**config.mk**
```make
export PLATFORM = sky130hd
export DESIGN_NAME = dmem_arbiter
export DESIGN_NICKNAME = d
export VERILOG_FILES = /design/src/rtl/dmem_arbiter_pkg.sv /design/src/rtl/dmem_arbiter_rr_arb2.sv /design/src/rtl/dmem_arbiter.sv
export SDC_FILE = /design/constraint.sdc
export NUM_CORES = 1
export LEC_CHECK = 0
export CELL_PAD_IN_SITES_DETAIL_PLACEMENT = 1
export CELL_PAD_IN_SITES_GLOBAL_PLACEMENT = 2
export CORE_ASPECT_RATIO = 1.1
export CORE_UTILIZATION = 26
export CTS_BUF_LIST = sky130_fd_sc_hd__clkbuf_4 sky130_fd_sc_hd__clkbuf_8
export DETAILED_ROUTE_END_ITERATION = 10
export PLACE_DENSITY = 0.95
export SYNTH_ARGS = -nofsm -noshare
export SYNTH_HDL_FRONTEND = slang
export SYNTH_SLANG_ARGS = --single-unit
```
**constraint.sdc**
```tcl
create_clock -name CLK -period 4.1 [get_ports CLK]
set_clock_uncertainty 0.15 [all_clocks]
set_input_delay 0.82 -clock CLK [delete_from_list [all_inputs] [get_ports CLK]]
set_output_delay 0.82 -clock CLK [all_outputs]
set_load 0.1 [all_outputs]
```
**src/rtl/dmem_arbiter_pkg.sv**
```systemverilog
// rtl/dmem_arbiter_pkg.sv - shared types, defaults and address classifier for dmem_arbiter
package dmem_arbiter_pkg;

    typedef enum logic {
        ST_IDLE,
        ST_ACCESS
    } state_t;

    typedef enum logic [1:0] {
        CL_RAM,
        CL_LED,
        CL_BAD
    } addr_class_t;

    localparam int unsigned MEM_BYTES_DEF = 64;
    localparam int unsigned LED_BASE_DEF  = 32'h2000;
    localparam int unsigned LED_COUNT_DEF = 4;
    localparam logic [15:0] PARK_ADDR_DEF = 16'h0000;

    // Widened to 32 bits so LED_BASE + LED_COUNT cannot wrap at the top of the map.
    function automatic addr_class_t classify(
        input logic [15:0] addr,
        input int unsigned mem_bytes,
        input int unsigned led_base,
        input int unsigned led_count
    );
        logic [31:0] a;
        a = {16'h0000, addr};
        if (a < mem_bytes)
            return CL_RAM;
        if (a >= led_base && a < led_base + led_count)
            return CL_LED;
        return CL_BAD;
    endfunction

endpackage

```
**src/rtl/dmem_arbiter_rr_arb2.sv**
```systemverilog
// rtl/dmem_arbiter_rr_arb2.sv - combinational 2-way round-robin picker
module rr_arb2 (
    input  logic [1:0] req,
    input  logic       ptr,
    output logic       gnt_id,
    output logic       valid
);

    assign valid  = |req;
    assign gnt_id = (req == 2'b11) ? ptr : req[1];

endmodule

```
**src/rtl/dmem_arbiter.sv**
```systemverilog
// rtl/dmem_arbiter.sv - serialises two requesters onto one data-memory port
module dmem_arbiter
    import dmem_arbiter_pkg::*;
#(
    parameter int unsigned MEM_BYTES = MEM_BYTES_DEF,
    parameter int unsigned LED_BASE  = LED_BASE_DEF,
    parameter int unsigned LED_COUNT = LED_COUNT_DEF,
    parameter logic [15:0] PARK_ADDR = PARK_ADDR_DEF
) (
    input  logic        CLK,
    input  logic        RESET,
    input  logic        m0_req,
    input  logic        m0_we,
    input  logic        m0_size,
    input  logic [15:0] m0_addr,
    input  logic [15:0] m0_wdata,
    output logic        m0_ack,
    output logic        m0_err,
    output logic [15:0] m0_rdata,
    input  logic        m1_req,
    input  logic        m1_we,
    input  logic        m1_size,
    input  logic [15:0] m1_addr,
    input  logic [15:0] m1_wdata,
    output logic        m1_ack,
    output logic        m1_err,
    output logic [15:0] m1_rdata,
    output logic        wmem,
    output logic        memc,
    output logic [15:0] DAddress,
    output logic [15:0] DataIn,
    input  logic [15:0] DataOut,
    output logic        busy
);

    state_t      state;
    logic        rr_ptr;
    logic        lat_id;
    logic        lat_we;
    logic        lat_size;
    addr_class_t lat_cls;

    logic        gnt_id;
    logic        arb_valid;
    logic        sel_we;
    logic        sel_size;
    logic [15:0] sel_addr;
    logic [15:0] sel_wdata;
    addr_class_t sel_cls;
    logic [15:0] rd_val;
    logic        rd_update;
    logic        is_bad;

    rr_arb2 u_rr_arb2 (
        .req    ({m1_req, m0_req}),
        .ptr    (rr_ptr),
        .gnt_id (gnt_id),
        .valid  (arb_valid)
    );

    assign sel_we    = gnt_id ? m1_we    : m0_we;
    assign sel_size  = gnt_id ? m1_size  : m0_size;
    assign sel_addr  = gnt_id ? m1_addr  : m0_addr;
    assign sel_wdata = gnt_id ? m1_wdata : m0_wdata;
    assign sel_cls   = classify(sel_addr, MEM_BYTES, LED_BASE, LED_COUNT);

    assign busy   = (state == ST_ACCESS);
    assign is_bad = (lat_cls == CL_BAD);

    // LED reads and rejected accesses return zero; writes leave rdata untouched unless rejected.
    always_comb begin
        rd_val    = 16'h0000;
        rd_update = !lat_we || is_bad;
        if (lat_cls == CL_RAM)
            rd_val = lat_size ? DataOut : {8'h00, DataOut[7:0]};
    end

    always_ff @(posedge CLK or negedge RESET) begin
        if (!RESET) begin
            state    <= ST_IDLE;
            rr_ptr   <= 1'b0;
            lat_id   <= 1'b0;
            lat_we   <= 1'b0;
            lat_size <= 1'b0;
            lat_cls  <= CL_BAD;
            m0_ack   <= 1'b0;
            m0_err   <= 1'b0;
            m0_rdata <= 16'h0000;
            m1_ack   <= 1'b0;
            m1_err   <= 1'b0;
            m1_rdata <= 16'h0000;
            wmem     <= 1'b0;
            memc     <= 1'b0;
            DAddress <= PARK_ADDR;
            DataIn   <= 16'h0000;
        end else begin
            m0_ack <= 1'b0;
            m0_err <= 1'b0;
            m1_ack <= 1'b0;
            m1_err <= 1'b0;
            case (state)
                ST_IDLE: begin
                    if (arb_valid) begin
                        lat_id   <= gnt_id;
                        lat_we   <= sel_we;
                        lat_size <= sel_size;
                        lat_cls  <= sel_cls;
                        rr_ptr   <= ~gnt_id;
                        state    <= ST_ACCESS;
                        // Memory outputs are registered here so they are stable for the whole ACCESS cycle.
                        if (sel_cls == CL_RAM) begin
                            DAddress <= sel_addr;
                            memc     <= sel_size;
                            DataIn   <= sel_wdata;
                            wmem     <= sel_we;
                        end else if (sel_cls == CL_LED && sel_we) begin
                            DAddress <= sel_addr;
                            DataIn   <= sel_wdata;
                            wmem     <= 1'b1;
                        end
                    end
                end
                ST_ACCESS: begin
                    wmem     <= 1'b0;
                    memc     <= 1'b0;
                    DAddress <= PARK_ADDR;
                    DataIn   <= 16'h0000;
                    state    <= ST_IDLE;
                    if (lat_id) begin
                        m1_ack <= 1'b1;
                        m1_err <= is_bad;
                        if (rd_update)
                            m1_rdata <= rd_val;
                    end else begin
                        m0_ack <= 1'b1;
                        m0_err <= is_bad;
                        if (rd_update)
                            m0_rdata <= rd_val;
                    end
                end
                default: state <= ST_IDLE;
            endcase
        end
    end

endmodule

```
==> results by group <==
Global route
  • Initial antenna violation count: 0
  • Largest net degree at the start of global routing: 78
  • Number of global-route vias before repair: 3,222
  • Global-route usage over all layers: 15.9%
  • GRT overflow: 0
  • First-pass GRT wire length: 16.6 mm

CTS
  • Htree depth: 3
  • CTS resizes: 0
  • CTS buffer count: 9
  • # Post-CTS Setup Buffers: 0
  • CTS Root Cell: clkbuf_8
  • CTS max path bufs: 2
  • Cts hold-fix bufs: 0
  • CTS tree: yes
  • Clk_lat worst skew: 350 ps
  • Clk slew on worst S/H paths: 80 ps
  • Clock Sinks: 77

STA
  • Final Hold Viols: 0
  • Fin. max-slew vios: 0
  • Measured slew at the worst slew-check pin: 1010 ps
  • Setup Viol. Count Final: 0
  • Setup TNS: 0 ps
  • Period minus WS final: 3440 ps
  • Setup repair after global routing missed its margin: no
  • Worst slew margin: 32.2%
  • FMAX: 0.291 GHz
  • Fin crit share: 83.9%

Worst setup path
  • Critical setup path kind: input pin to flip-flop
  • Setup crit start kind: input pin
  • Critical Path RT: 4190 ps
  • CP endpoint kind: flip-flop
  • Crit path cell chain: clkdlybuf4s50_1 > or4_4 > a211oi_2 > o2bb2ai_2 > nand3_2 > o41ai_4 > buf_12 > mux2_2
  • Slowest CP cell: or4_4
  • Crit-path max cell delay: 530 ps
  • CP max FO: 31
  • CP arrival: 3530 ps

Floorplanning
  • Ports: 159
  • Initial Utilization: 27.0%
  • Die extent in x: 112 um
  • Num rows: 43
  • Die Y: 123 um
  • Core area: 12,800 sq um
  • Die ar.: 13,800 sq um

Synthesis
  • Synthesized area: 3460 sq um
  • Synth warnings: 0
  • Syn nets: 436
  • Netlist cell types: 36
  • Sequential share of the synthesized area: 55.8%
  • Gate Count Post-Synth: 348
  • Seq cells post-synth: 77
  • Avg Inst Size Synth: 9.93 sq um

Layout
  • Share of layout cells above drive strength 1: 10.3%
  • Syn-to-layout area delta: 56.6%
  • Finished Core Util: 42.3%
  • Area of the multi-input gates: 1360 sq um
  • Ant. Diodes: 0
  • Nets@finish: 589
  • Filler instances: 1,485
  • Seq. cell area: 1930 sq um

Placement
  • DP HPWL: 8.01 mm
  • Number of buffers inserted by port buffering: 158
  • Final GP Congestion: 0.856

Detailed routing
  • Vias per cell: 4.64
  • Drt drc: 13
  • Post-route ant nets: 0
  • Final WL: 10.6 mm
  • Wire per inst: 15.9 um
  • Drt pass-1 iters: 8
  • Via count: 3,077
  • Drt first-iter violations: 118

Status
  • Status: complete, but fails checks
  • Failing checks: design-rule violations

Power
  • P per Cell Area: 660 nW/um^2
  • Pleak: 2.34 nW
  • Max VDD drop: 255 uV

Min path
  • Min-Delay Path Class: flip-flop to flip-flop

Flow run
  • Max Cap Viol: 0
-- sequential cells by signal, summed over array words and instances, names as in the netlist, 2 cells and up --
signal,count
m0_rdata,16
DataIn,16
m1_rdata,16
DAddress,16
lat_cls,2
-- report_power, final --
group / internal, mW / switching (mW) / total [mW]
clock: 0.464 / 0.288 / 0.752
sequential: 0.914 / 0.0970 / 1.01
combinational: 0.449 / 1.36 / 1.81
-- routing by layer --
metal | wire (um) | GRT usage (%)
met1 | 4320 | 17.5
met2 | 4900 | 27.1
met3 | 1140 | 5.88
met4 | 214 | 8.17
met5 | 0 | 0
-- final timing paths --
kind	end	slack, ps	depth (start not counted)	startpoint
min reg2reg	lat_size$_DFFE_PN0P_	330	2	lat_size$_DFFE_PN0P_
max in group asynchronous	DataIn[13]$_DFFE_PN0P_	2700	1	RESET
max reg2reg	DataIn[0]$_DFFE_PN0P_	1350	7	rr_ptr$_DFFE_PN0P_
max	DataIn[0]$_DFFE_PN0P_	660	8	m0_addr[14]
min in group asynchronous	m1_rdata[1]$_DFFE_PN0P_	470	1	RESET
min	lat_size$_DFFE_PN0P_	330	2	lat_size$_DFFE_PN0P_
-- cells in the mapped netlist (all sizes together) --
master / instances / share of area, %
nand2: 107 / 12
dfrtp: 76 / 55
o21ai: 37 / 5.4
a21oi: 24 / 3.5
mux2: 23 / 9.7
nor2: 17 / 1.8
clkbuf: 13 / 1.4
inv: 13 / 1.4
buf: 6 / 1.8
nor3: 3 / 0.43
or4: 3 / 0.76
and2: 2 / 0.36
mux2i: 2 / 0.58
nand2b: 2 / 0.36
nor4: 2 / 0.36
o21a: 2 / 0.43
o2bb2ai: 2 / 0.69
o311ai: 2 / 0.51
or3: 2 / 0.36
a211oi: 1 / 0.36
a22o: 1 / 0.29
dfstp: 1 / 0.76
dlygate4sd3: 1 / 0.29
nand3: 1 / 0.29
nand4: 1 / 0.18
nor2b: 1 / 0.18
nor3b: 1 / 0.22
o41ai: 1 / 0.80
or2: 1 / 0.18
-- area by class of cell --
cell class	instances	area share (%)
Tap cell	157	3.63
Sequential cell	77	35.6
Clock buffer	9	2.29
Inverter	13	0.902
Clock inverter	7	2.54
Timing Repair Buffer	162	29.9
Multi-Input combinational cell	238	25.1
-- cell families (layout without fill, tap and decap cells) --
family / Yosys count / after routing / synth area share (%)
AND/OR/NAND/NOR: 143 / 143 / 17.2
AO/OA/AOI/OAI: 70 / 70 / 11.9
multiplexers: 25 / 25 / 10.2
buffers and inverters: 33 / 191 / 4.92
flip-flops: 77 / 77 / 55.8
-- metrics by stage --
step	worst slack [ps]	hold slack, ps	cell area, sq um	instances	power, mW
after floorplan	962	287	3460	348	2.34
after global placement	331	312	5150	647	2.81
after detailed placement	238	314	5150	647	2.84
after CTS	637	334	5410	663	3.61
after global routing	573	359	5410	663	3.70
final	661	327	5410	663	3.57
-- critical path, delay by kind of cell --
family	cells	cell delay, ps
muxes	1	370
buffers and inverters	2	670
AOI/OAI and AO/OA	3	990
and+or+nand+nor	2	670
-- layout by cell type (no fill, tap or decap), drive strengths merged, types with 3 or more instances in the layout --
master / netlist / final
clkdlybuf4s50: 0 / 156
nand2: 107 / 107
dfrtp: 76 / 76
o21ai: 37 / 37
a21oi: 24 / 24
mux2: 23 / 23
nor2: 17 / 17
inv: 13 / 13
clkbuf: 13 / 9
buf: 6 / 6
bufinv: 0 / 4
nor3: 3 / 3
or4: 3 / 3
Power figures use the tool's default switching activity.
